**src/rtl/pll_phase_shifter.sv**
```systemverilog
// Drives the ALTPLL-style dynamic phase-shift port of one of two PLLs.
// Each requested period becomes one phasestep pulse, handshaked on phasedone.
module pll_phase_shifter #(
   parameter int CNT_W            = 8,
   parameter int PHASESTEP_CYCLES = 2,
   parameter int TIMEOUT_CYCLES   = 1024
) (
   input  logic             i_clk,
   input  logic             i_rst_n,
   input  logic             i_shift_ready,
   input  logic [CNT_W-1:0] i_periods_to_process,
   input  logic [2:0]       i_phasecounterselect_1,
   input  logic [2:0]       i_phasecounterselect_2,
   input  logic             i_pll_to_update,
   input  logic             i_phaseupdown,
   input  logic             i_phasedone_1,
   input  logic             i_phasedone_2,
   output logic [2:0]       o_phasecounterselect_1,
   output logic [2:0]       o_phasecounterselect_2,
   output logic             o_phaseupdown,
   output logic             o_phasestep_1,
   output logic             o_phasestep_2,
   output logic             o_busy,
   output logic             o_done,
   output logic             o_error,
   output logic [CNT_W-1:0] o_steps_remaining
);

   localparam int STP_W = $clog2(PHASESTEP_CYCLES + 1);
   localparam int TMO_W = $clog2(TIMEOUT_CYCLES + 1);

   typedef enum logic [2:0] {
      S_IDLE, S_SETUP, S_STEP, S_WAIT_LOW, S_WAIT_HIGH, S_DONE
   } state_t;

   state_t             state_q;
   logic               pd1_meta_q, pd1_sync_q, pd2_meta_q, pd2_sync_q;
   logic               shift_prev_q;
   logic               pll_q;
   logic [2:0]         sel1_q, sel2_q;
   logic               updown_q;
   logic               ps1_q, ps2_q;
   logic               busy_q, done_q, error_q;
   logic [CNT_W-1:0]   steps_q;
   logic [STP_W-1:0]   step_cnt_q;
   logic [TMO_W-1:0]   tmo_q;

   logic cmd_d;
   logic pd_sel_d;

   assign cmd_d    = i_shift_ready & ~shift_prev_q;
   assign pd_sel_d = pll_q ? pd2_sync_q : pd1_sync_q;

   // phasedone arrives from the PLL clock domain, so it is double-registered
   always_ff @(posedge i_clk or negedge i_rst_n) begin
      if (!i_rst_n) begin
         pd1_meta_q   <= 1'b0;
         pd1_sync_q   <= 1'b0;
         pd2_meta_q   <= 1'b0;
         pd2_sync_q   <= 1'b0;
         shift_prev_q <= 1'b0;
      end else begin
         pd1_meta_q   <= i_phasedone_1;
         pd1_sync_q   <= pd1_meta_q;
         pd2_meta_q   <= i_phasedone_2;
         pd2_sync_q   <= pd2_meta_q;
         shift_prev_q <= i_shift_ready;
      end
   end

   always_ff @(posedge i_clk or negedge i_rst_n) begin
      if (!i_rst_n) begin
         state_q    <= S_IDLE;
         pll_q      <= 1'b0;
         sel1_q     <= 3'b110;
         sel2_q     <= 3'b110;
         updown_q   <= 1'b1;
         ps1_q      <= 1'b0;
         ps2_q      <= 1'b0;
         busy_q     <= 1'b0;
         done_q     <= 1'b0;
         error_q    <= 1'b0;
         steps_q    <= '0;
         step_cnt_q <= '0;
         tmo_q      <= '0;
      end else begin
         done_q <= 1'b0;
         case (state_q)
            S_IDLE: begin
               if (cmd_d && (i_periods_to_process != '0)) begin
                  pll_q    <= i_pll_to_update;
                  updown_q <= i_phaseupdown;
                  if (i_pll_to_update) sel2_q <= i_phasecounterselect_2;
                  else                 sel1_q <= i_phasecounterselect_1;
                  steps_q  <= i_periods_to_process;
                  error_q  <= 1'b0;
                  busy_q   <= 1'b1;
                  state_q  <= S_SETUP;
               end
            end
            S_SETUP: begin
               step_cnt_q <= '0;
               if (pll_q) ps2_q <= 1'b1;
               else       ps1_q <= 1'b1;
               state_q <= S_STEP;
            end
            S_STEP: begin
               if (step_cnt_q == STP_W'(PHASESTEP_CYCLES - 1)) begin
                  ps1_q   <= 1'b0;
                  ps2_q   <= 1'b0;
                  tmo_q   <= '0;
                  state_q <= S_WAIT_LOW;
               end else begin
                  step_cnt_q <= step_cnt_q + STP_W'(1);
               end
            end
            S_WAIT_LOW: begin
               if (!pd_sel_d) begin
                  tmo_q   <= '0;
                  state_q <= S_WAIT_HIGH;
               end else if (tmo_q == TMO_W'(TIMEOUT_CYCLES - 1)) begin
                  error_q <= 1'b1;
                  busy_q  <= 1'b0;
                  state_q <= S_IDLE;
               end else begin
                  tmo_q <= tmo_q + TMO_W'(1);
               end
            end
            S_WAIT_HIGH: begin
               if (pd_sel_d) begin
                  if (steps_q != '0) steps_q <= steps_q - CNT_W'(1);
                  // Finishing on the last step (or an already-empty count) ends the job
                  if (steps_q <= CNT_W'(1)) state_q <= S_DONE;
                  else                      state_q <= S_SETUP;
               end else if (tmo_q == TMO_W'(TIMEOUT_CYCLES - 1)) begin
                  error_q <= 1'b1;
                  busy_q  <= 1'b0;
                  state_q <= S_IDLE;
               end else begin
                  tmo_q <= tmo_q + TMO_W'(1);
               end
            end
            S_DONE: begin
               done_q  <= 1'b1;
               busy_q  <= 1'b0;
               state_q <= S_IDLE;
            end
            default: begin
               ps1_q   <= 1'b0;
               ps2_q   <= 1'b0;
               busy_q  <= 1'b0;
               state_q <= S_IDLE;
            end
         endcase
      end
   end

   assign o_phasecounterselect_1 = sel1_q;
   assign o_phasecounterselect_2 = sel2_q;
   assign o_phaseupdown          = updown_q;
   assign o_phasestep_1          = ps1_q;
   assign o_phasestep_2          = ps2_q;
   assign o_busy                 = busy_q;
   assign o_done                 = done_q;
   assign o_error                = error_q;
   assign o_steps_remaining      = steps_q;

endmodule
```
**config.mk**
```make
export PLATFORM = sky130hd
export DESIGN_NAME = pll_phase_shifter
export DESIGN_NICKNAME = d
export VERILOG_FILES = /design/src/rtl/pll_phase_shifter.sv
export SDC_FILE = /design/constraint.sdc
export NUM_CORES = 1
export LEC_CHECK = 0
export BUFFER_PORTS_ARGS = -buffer_cell sky130_fd_sc_hd__buf_2
export CAP_MARGIN = 25
export CELL_PAD_IN_SITES_DETAIL_PLACEMENT = 1
export CELL_PAD_IN_SITES_GLOBAL_PLACEMENT = 1
export CORE_MARGIN = 2
export CORE_UTILIZATION = 39
export CTS_CLUSTER_SIZE = 40
export DETAILED_ROUTE_END_ITERATION = 8
export PLACE_DENSITY_LB_ADDON = 0.1
export SETUP_SLACK_MARGIN = 0.1
export SYNTH_ARGS = -nofsm -noshare
export SYNTH_HDL_FRONTEND = slang
export SYNTH_SLANG_ARGS = --single-unit
```
**constraint.sdc**
```tcl
create_clock -name i_clk -period 2.1 [get_ports i_clk]
set_input_delay 0.63 -clock i_clk [delete_from_list [all_inputs] [get_ports i_clk]]
set_output_delay 0.63 -clock i_clk [all_outputs]
set_load 0.005 [all_outputs]
```
-- Yosys cells after proc, flatten, opt, wreduce, memory -nomap -nowiden
Index checks and enable logic that the tools add are counted.
- input port bits: 21
- register bits after elaboration: 42
- logic and storage cells: 99
- bitwise operators: 5
- muxes and demuxes: 35
- magnitude comparators: 1
- reduce and logical (&&, ||, !) cells: 21
- add/sub/neg operators: 3
- equality and inequality tests: 16
- operator list (kind ; count):
    2-to-1 mux 11 bit ; 4
    case mux 11 bit (3 select lines) ; 1
    2-to-1 mux 8 bit ; 3
    2-to-1 mux 3 bit ; 6
    != test 2 bit (second input constant) ; 9
    case mux 8 bit (2 select lines) ; 1
    nonzero test 8 bit ; 2
    case mux 3 bit (5 select lines) ; 1
    AND reduction 3 bit ; 5
    2-to-1 mux 1 bit ; 13
    AND reduction 4 bit ; 3
    adder 11 x 1 -> 11 bit (second input constant) ; 1
    equality test 11 x 10 -> 1 bit (second input constant) ; 1
    case mux 1 bit (3 select lines) ; 3
    <= comparator 8 x 1 -> 1 bit (second input constant) ; 1
    subtractor 8 x 1 -> 8 bit (second input constant) ; 1
    equality test 3 x 2 -> 1 bit (second input constant) ; 2
    equality test 3 bit (second input constant) ; 2
    AND reduction 2 bit ; 3
    nonzero test 3 bit ; 2
    NOT 1 bit ; 4
    case mux 1 bit (4 select lines) ; 1
    case mux 2 bit (2 select lines) ; 1
    nonzero test 2 bit ; 2
    other kinds (9) ; 9

-- Longest topological paths before layout
Gate-level depths: netlist of run 1.
- depth in word-level cells: 5
- gate-level depth with buffers: 7
- mapped depth without buffers: 6

-- Worst setup path after synthesis of run 1
OpenSTA, ideal clock, no wires.
- path kind: register to register
- from: register steps_q[0], in the netlist o_steps_remaining[0]
- to: register steps_q[1], in the netlist o_steps_remaining[1]
- setup slack: -0.019 ns
- stages on the path, launching flop included: 8
- clock period less this slack: 2.119 ns
- setup time: 0.125 ns
- arrival: 1.994 ns
- cells stage by stage: dfrtp_1 inv_1 ha_1 or4b_4 o211a_1 buf_6 nor2_4 mux2_4
- word-level cells in the longest chain between the ends: 4
- RTL lines (element ; line ; RTL):
    from (decl) ; 44 ; logic [CNT_W-1:0] steps_q;
    from (signal assigned) ; 95 ; steps_q <= i_periods_to_process;
    from (signal assigned) ; 131 ; if (steps_q != '0) steps_q <= steps_q - CNT_W'(1);
    subtractor 8 x 1 -> 8 bit ; 131 ;
    2-to-1 mux 8 bit ; 131 ;
    2-to-1 mux 8 bit ; 130 ; if (pd_sel_d) begin
    case mux 8 bit (2 select lines) ; 88 ; case (state_q)
Parallel ways exist; a longest one is shown, timed or not. The select of a mux whose other input is x is not followed.
A chain may end at the register's enable or synchronous reset.

-- Final worst setup path of run 1
- from: register steps_q[1], in the netlist o_steps_remaining[1]
- to: register steps_q[1], in the netlist o_steps_remaining[1]
Same word-level chain as after synthesis.

==> results.md, run 1 <==
- Hold-fix buffers at CTS: 0
- Overall via count from detail_route: 2,053
- Wire length of the first global-routing pass: 10.32 mm
- TritonCTS clock tree: done
- Syn_nets: 250
- Post-synthesis cell area: approximately 2300 µm²
- Hold slack: 0.3653 ns
- Post-synthesis register bit count: 42
- GR Util All Layers: 20.55%
- Number of vias per cell after detailed routing: 5.625
- Input/output buffers: 40
- Clock-pin slew on the worst setup and hold paths: 0.09 ns
- Wire length per cell after detailed routing: 16.72 µm
- Cells taking the most area after synthesis: sky130_fd_sc_hd__dfrtp_1 (41%), sky130_fd_sc_hd__dfstp_2 (5.7%), sky130_fd_sc_hd__a21oi_1 (4.4%)
- Maximum level of the CTS H-tree: 2
- Ratio of final minimum period to clock period: 93.24%
- Synth warnings: 0
- Max-cap violations: 0
- Number of hold violations in the final report: 0
- Power density over the cells: 1318 nW/µm²
- CP endpoint kind: flop
- Tightest slew margin relative to the limit: a little over three fifths
- Share of synthesized area occupied by flip-flops and latches: 46.25%
- Area occupied by registers: 1057 µm²
- Startpoint-to-endpoint class of the critical path: flop to flop
- Maximum number of pins on one net before global-route repair: 43
- FP Rows: 27
- Number of global-route vias before repair: 2,150
- Final standard cell count with taps included and fillers excluded: 365
- Ports placed on the boundary: ~40
- Dpl cells: around 350
- Area share of the largest cell type after synthesis: 40.50%
- Number of antenna cells inserted: 0
- CTS Sinks: 42
- Sum of net half-perimeters after detailed placement: 4.427 mm
- Number of buffers on the longest clock path: 2
- Proportion of synthesized flip-flops having asynchronous set or reset: 100.0%
- Cts bufs inserted: 5
- Worst Min Path Start: pd1_meta_q
- Critical path launch point: o_steps_remaining[1]
- VDD IR max: a little under 0.6 mV
- Share of layout cells above drive strength 1: 37.54%
- Initial antenna violation count: 0
- First drt pass iteration count: 4
- Residual antenna-violating net count after detailed routing: 0
- # fillers: 650
- Number of synthesized flops with an enable pin: 0
- Actual transition at the worst max-transition pin: 0.5602 ns
- Fin Clk Skew: 0.01011 ns
- Maximum operating frequency: approximately 510 MHz
- Library cell used as clock root buffer: sky130_fd_sc_hd__clkbuf_8
- Count of different cell masters after synthesis: 58
- Worst-path fanout max: 5
- Run status: finished, final reports clean
- Final cell utilization of the core: 52.39%
- Residual overflow from global routing: 0
- Remaining design rule violation count: 0
- Prevailing post-synth register cell: sky130_fd_sc_hd__dfrtp_1
- Required time worst endpoint: ~2.3 ns
- Width of the die: about 81 µm
- Drt first-iter violations: between 70 and 80
- Hold WC Path Type: flop to flop
- Die ar.: 6490 µm²
- Effective utilization at floorplan: slightly above 40%
- NumNets Final: 317
- Beginning of the worst register-to-register path: o_steps_remaining[1]
- Die height: 80.56 µm
- Data arrival time of the critical path: 2.15 ns
- Post-synthesis to final-layout area growth: 27.75%
- Clock latency at the later pin of the worst-skew pair: 0.30 ns
- Gate count of the mapped netlist: between 200 and 250
- Most area-hungry cell type in the Yosys netlist: sky130_fd_sc_hd__dfrtp_1
- Routed WL: 6.102 mm
- Area occupied by multi-input gates: 1184 µm²
- Minimum clock period after layout: around 2.0 ns
- Final slew viol count: 0
- Final weighted congestion of routability-driven global placement: 0.7876
- Final-report setup violation count: 0
- Total power consumption of the routed design: a little under 4 mW
- Area of the core: approximately 5600 µm²
- Setup crit start kind: flop
- Synthesized area per cell: 10.16 µm²
- Leakage power total: 1.257 nW
- RSZ-0062 raised after global routing: true
[power by group]
group	internal [mW]	switching (mW)	leakage, nW	total, mW
registers	1.10	0.229	0.522	1.32
logic	0.846	0.896	0.666	1.74
clock network	0.477	0.306	0.0683	0.783
total	2.42	1.43	1.26	3.85
[metal layers]
metal / routed length, µm / GRT usage [%]
met5: 0 / 0
met4: 55 / 3.898
met3: 181 / 5.169
met2: 2949 / 33.83
met1: 2915 / 27.48
[stage by stage]
step                      setup slack (ns)  area, µm²  setup TNS (ns)
final                               0.1420       2920               0
after global routing               0.06697       2920               0
after CTS                           0.1202       2879               0
after detailed placement          -0.07458       2734         -0.3218
after global placement            -0.02092       2734        -0.04186
after floorplan                    0.05047       2298               0
[cells in the final DEF (no fill, tap or decap), types with 4 or more instances in the layout]
cell,count
sky130_fd_sc_hd__a21oi_1,20
sky130_fd_sc_hd__buf_2,40
sky130_fd_sc_hd__buf_4,30
sky130_fd_sc_hd__clkbuf_8,5
sky130_fd_sc_hd__dfrtp_1,37
sky130_fd_sc_hd__dfstp_2,5
sky130_fd_sc_hd__inv_1,5
sky130_fd_sc_hd__mux2_2,5
sky130_fd_sc_hd__nand2_1,12
sky130_fd_sc_hd__nand3_1,7
sky130_fd_sc_hd__nand4_1,4
sky130_fd_sc_hd__nor2_1,14
sky130_fd_sc_hd__nor3_1,12
sky130_fd_sc_hd__o21ai_0,16
sky130_fd_sc_hd__o2bb2ai_1,5
sky130_fd_sc_hd__o31ai_1,5
sky130_fd_sc_hd__or4_1,6
[repair_timing]
| item | in CTS | in global routing |
|---|---|---|
| pin swaps | 0 | 2 |
| buffers inserted | 0 | 3 |
| cloned | 0 | 0 |
| endpoints found under the setup margin | 3 | 4 |
| gates resized for setup | 1 | 3 |
[worst max-delay path, stage by stage (launching register included)]
cell and delay, ns:
sky130_fd_sc_hd__dfrtp_1 0.40, sky130_fd_sc_hd__inv_2 0.08, sky130_fd_sc_hd__ha_4 0.16, sky130_fd_sc_hd__or4b_4 0.49, sky130_fd_sc_hd__o211a_4 0.30, sky130_fd_sc_hd__nor2_4 0.12, sky130_fd_sc_hd__mux2_4 0.30
[flip-flops by register name (all words and copies together) (netlist names), 2 cells and up]
signal,count
step_cnt_q,2
o_phasecounterselect_1,3
tmo_q,11
o_steps_remaining,8
o_phasecounterselect_2,3
state_q,3
[final timing paths]
| check | depth (start not counted) | slack, ns | to |
|---|---|---|---|
| min reg2reg | 0 | 0.37 | pd1_sync_q |
| min | 0 | 0.37 | pd1_sync_q |
| min in group asynchronous | 2 | 0.39 | step_cnt_q[0] |
| max reg2reg | 6 | 0.14 | o_steps_remaining[1] |
| max | 6 | 0.14 | o_steps_remaining[1] |
| max in group asynchronous | 2 | 1.31 | o_phasecounterselect_1[2] |
[cells in the mapped netlist (all sizes together), types with 5 or more instances]
cell and count:
nand2 12, nand3 7, a21oi 20, dfstp 5, mux2 9, o22ai 6, o31ai 5, o21ai 16
buf 6, nor3 12, nor2 15, or4 7, inv 7, dfrtp 37, o2bb2ai 5
[final cells by class]
class                           instances  area share (%)
Clock buffer                            5           2.356
Clock inverter                          3           2.356
Inverter                                7          0.8997
Multi-Input combinational cell        166           40.53
Sequential cell                        42           36.20
Tap cell                               72           3.085
Timing Repair Buffer                   70           14.57
[cell families (layout without fill, tap and decap cells)]
| family | Yosys count | count (layout) | synth area share (%) |
|---|---|---|---|
| multiplexers | 11 | 11 | 5.637 |
| adder cells (fa/ha/maj) | 4 | 4 | 2.189 |
| buffers and inverters | 17 | 85 | 3.667 |
| AND/OR/NAND/NOR | 82 | 82 | 21.68 |
| AO/OA/AOI/OAI | 69 | 69 | 20.58 |
| flip-flops | 42 | 42 | 46.25 |
Power figures use the tool's default switching activity.
==> run 2: changes to the inputs <==
--- a/config.mk
+++ b/config.mk
@@ -14,6 +14,7 @@
 export CTS_CLUSTER_SIZE = 40
 export DETAILED_ROUTE_END_ITERATION = 8
 export PLACE_DENSITY_LB_ADDON = 0.1
+export REMOVE_ABC_BUFFERS = 1
 export SETUP_SLACK_MARGIN = 0.1
 export SYNTH_ARGS = -nofsm -noshare
 export SYNTH_HDL_FRONTEND = slang
==> results.md, run 2 (synthesis gave the netlist of run 1 again) <==
- Area occupied by registers: 1059 µm² (+0.12%)
- Number of hold violations in the final report: 0 (unchanged)
- Met2 track demand over resource: 36.92% (+3.1 points)
- Input/output buffers: 40 (unchanged)
- Wire length of the first global-routing pass: 10.74 mm (+4.1%)
- Area occupied by multi-input gates: 1170 µm² (-1.2%)
- Setup crit start kind: flop
- Routed WL: 6.149 mm (+0.77%)
- Max reg flops: 11 (unchanged)
- Clock-pin slew on the worst setup and hold paths: 0.09 ns (about the same)
- Number of vias per cell after detailed routing: 5.573 (-0.92%)
- Hold-fix buffers at CTS: 0 (unchanged)
- Actual transition at the worst max-transition pin: 0.5507 ns (-0.009452 ns)
- RSZ-0062 raised after global routing: false
- Remaining design rule violation count: 0 (unchanged)
- Final standard cell count with taps included and fillers excluded: 363 (-0.55%)
- Die ar.: 6490 µm² (unchanged)
- VDD IR max: 0.6996 mV (+18%)
- Power density over the cells: 1261 nW/µm² (-4.3%)
- Initial antenna violation count: 0 (unchanged)
- Met1 GRT Util: 27.72% (+0.23 points)
- Cts bufs inserted: 5 (unchanged)
- Number of global-route vias before repair: 2,149 (-0.047%)
- Critical path launch point: o_steps_remaining[0]
- NumNets Final: 315 (-0.63%)
- Beginning of the worst register-to-register path: o_steps_remaining[0]
- Number of buffers on the longest clock path: 2 (unchanged)
- Max-cap violations: 0 (unchanged)
- Overall via count from detail_route: 2,023 (-1.5%)
- Final slew viol count: 0 (unchanged)
- Die height: 80.56 µm (unchanged)
- GR Util All Layers: 21.29% (+0.74 points)
- Startpoint-to-endpoint class of the critical path: flop to flop
- Drt first-iter violations: 73 (-3.9%)
- Tightest slew margin relative to the limit: 63.28% (+0.63 points)
- Residual antenna-violating net count after detailed routing: 0 (unchanged)
- Residual overflow from global routing: 0 (unchanged)
- Most common cell after layout, fill and taps aside: sky130_fd_sc_hd__buf_2
- Ports placed on the boundary: 41 (unchanged)
- Maximum number of pins on one net before global-route repair: 43 (unchanged)
- Most used cells in the layout excluding fill and tap cells: sky130_fd_sc_hd__buf_2 (40), sky130_fd_sc_hd__dfrtp_1 (36), sky130_fd_sc_hd__buf_4 (28), sky130_fd_sc_hd__a21oi_1 (20), sky130_fd_sc_hd__o21ai_0 (15)
- Total non-filler cell area in the finished layout: 2853 µm² (-2.3%)
- CP endpoint kind: flop
- Setup slack of the worst register-to-register path: 0.14 ns (about the same)
- Fin Clk Skew: 0.004357 ns (-0.005750 ns)
- # fillers: 671 (+3.2%)
- Library cell used as clock root buffer: sky130_fd_sc_hd__clkbuf_8
- Sum of net half-perimeters after detailed placement: 4.625 mm (+4.5%)
- Slowest cell on crit path: sky130_fd_sc_hd__or4b_4
- Crit path setup slack, layout: 0.1431 ns (+0.001121 ns)
- Share of layout cells above drive strength 1: 37.46% (-0.086 points)
- Final-report setup violation count: 0 (unchanged)
- Width of the die: 80.56 µm (unchanged)
- Area of the core: 5574 µm² (unchanged)
- Ratio of final minimum period to clock period: 93.18% (about the same)
- Maximum level of the CTS H-tree: 2 (unchanged)
- Hold WC Path Type: flop to flop
- Clock latency at the later pin of the worst-skew pair: 0.31 ns (about the same)
- Area of placed instances: 2706 µm² (-1.0%)
- Leakage power total: 1.227 nW (-2.4%)
- Run status: finished, final reports clean
- GRT busiest layer: met2
- Minimum clock period after layout: 1.957 ns (-0.001121 ns)
- Wire length per cell after detailed routing: 16.94 µm (+1.3%)
- Required time worst endpoint: 2.34 ns (+0.04 ns)
- First drt pass iteration count: 4 (unchanged)
- Post-synthesis to final-layout area growth: 24.79%
- CTS Sinks: 42 (unchanged)
- Met3 GRT Util: 3.483% (-1.7 points)
- Stage delay of the slowest cell on the critical path: 0.47 ns (-0.02 ns)
- Worst-path fanout max: 5 (unchanged)
- Setup slack at placement: -0.01589 ns (+0.05869 ns)
- TritonCTS clock tree: done
- Final weighted congestion of routability-driven global placement: 0.8135 (+3.3%)
- Worst Min Path Start: pd2_meta_q
- Number of antenna cells inserted: 0 (unchanged)
- Largest Register: tmo_q
- List of cells traversed by the critical path: inv_2, ha_2, or4b_4, o211a_4, buf_4, o22ai_1, o2bb2ai_1
- Effective utilization at floorplan: 41.01% (unchanged)
- Maximum operating frequency: 511.0 MHz (about the same)
- Dpl cells: 352 (-0.56%)
- FP Rows: 27 (unchanged)
- Data arrival time of the critical path: 2.19 ns (+0.04 ns)
- CP Buf/Inv Count: 2 (+1)
- Top delay family on crit path: compound AO/OA/AOI/OAI gates
run 2: area by class of cell:
type / instances / share of cell area [%]
multi-input combinational: 166 / 41.01
inverter: 7 / 0.9211
timing repair buffer: 68 / 14.39
sequential: 42 / 37.11
clock buffer: 5 / 2.412
tap: 72 / 3.158
clock inverter: 3 / 1.009
run 2: what timing repair did:
action	4_1_cts	5_1_grt
hold endpoints to repair	0	0
gates resized for setup	4	5
pin swaps	2	1
buffers inserted	1	2
endpoints found under the setup margin	4	11
run 2: final timing paths:
path | cells after the start | end
max | 7 | o_steps_remaining[4]
min | 0 | pd2_sync_q
max reg2reg | 7 | o_steps_remaining[4]
min reg2reg | 0 | pd2_sync_q
max in group asynchronous | 2 | state_q[0]
min in group asynchronous | 2 | o_done
run 2: power breakdown:
part / leakage (nW) / total (mW) / internal (mW) / switching, mW
Clock: 0.0506 / 0.582 / 0.249 / 0.333
Combinational: 0.655 / 1.70 / 0.798 / 0.906
Sequential: 0.521 / 1.31 / 1.10 / 0.213
run 2: worst reg2reg max path, stage by stage, from the launching register on:
cell	delay, ns
sky130_fd_sc_hd__dfrtp_1	0.40
sky130_fd_sc_hd__inv_2	0.08
sky130_fd_sc_hd__ha_2	0.17
sky130_fd_sc_hd__or4b_4	0.47
sky130_fd_sc_hd__o211a_4	0.27
sky130_fd_sc_hd__buf_4	0.16
sky130_fd_sc_hd__o22ai_1	0.21
sky130_fd_sc_hd__o2bb2ai_1	0.14
run 2: per-stage QoR:
stage	hold slack (ns)	power (mW)	utilization, %	setup TNS [ns]
6_report	0.3626	3.597	51.18	0
5_1_grt	0.3744	3.923	51.18	0
4_1_cts	0.3643	3.608	50.62	0
3_5_place_dp	0.3418	2.991	48.55	-0.01589
3_3_place_gp	0.3346	2.937	48.55	0
2_1_floorplan	0.3312	2.243	-	-0.01357
run 2: per-layer routing:
layer / routed length, µm / vias up
met2: 3075 / 29
met1: 2862 / 1004
met4: 43 / 0
met3: 167 / 6
li1: - / 984
met5: 0 / -
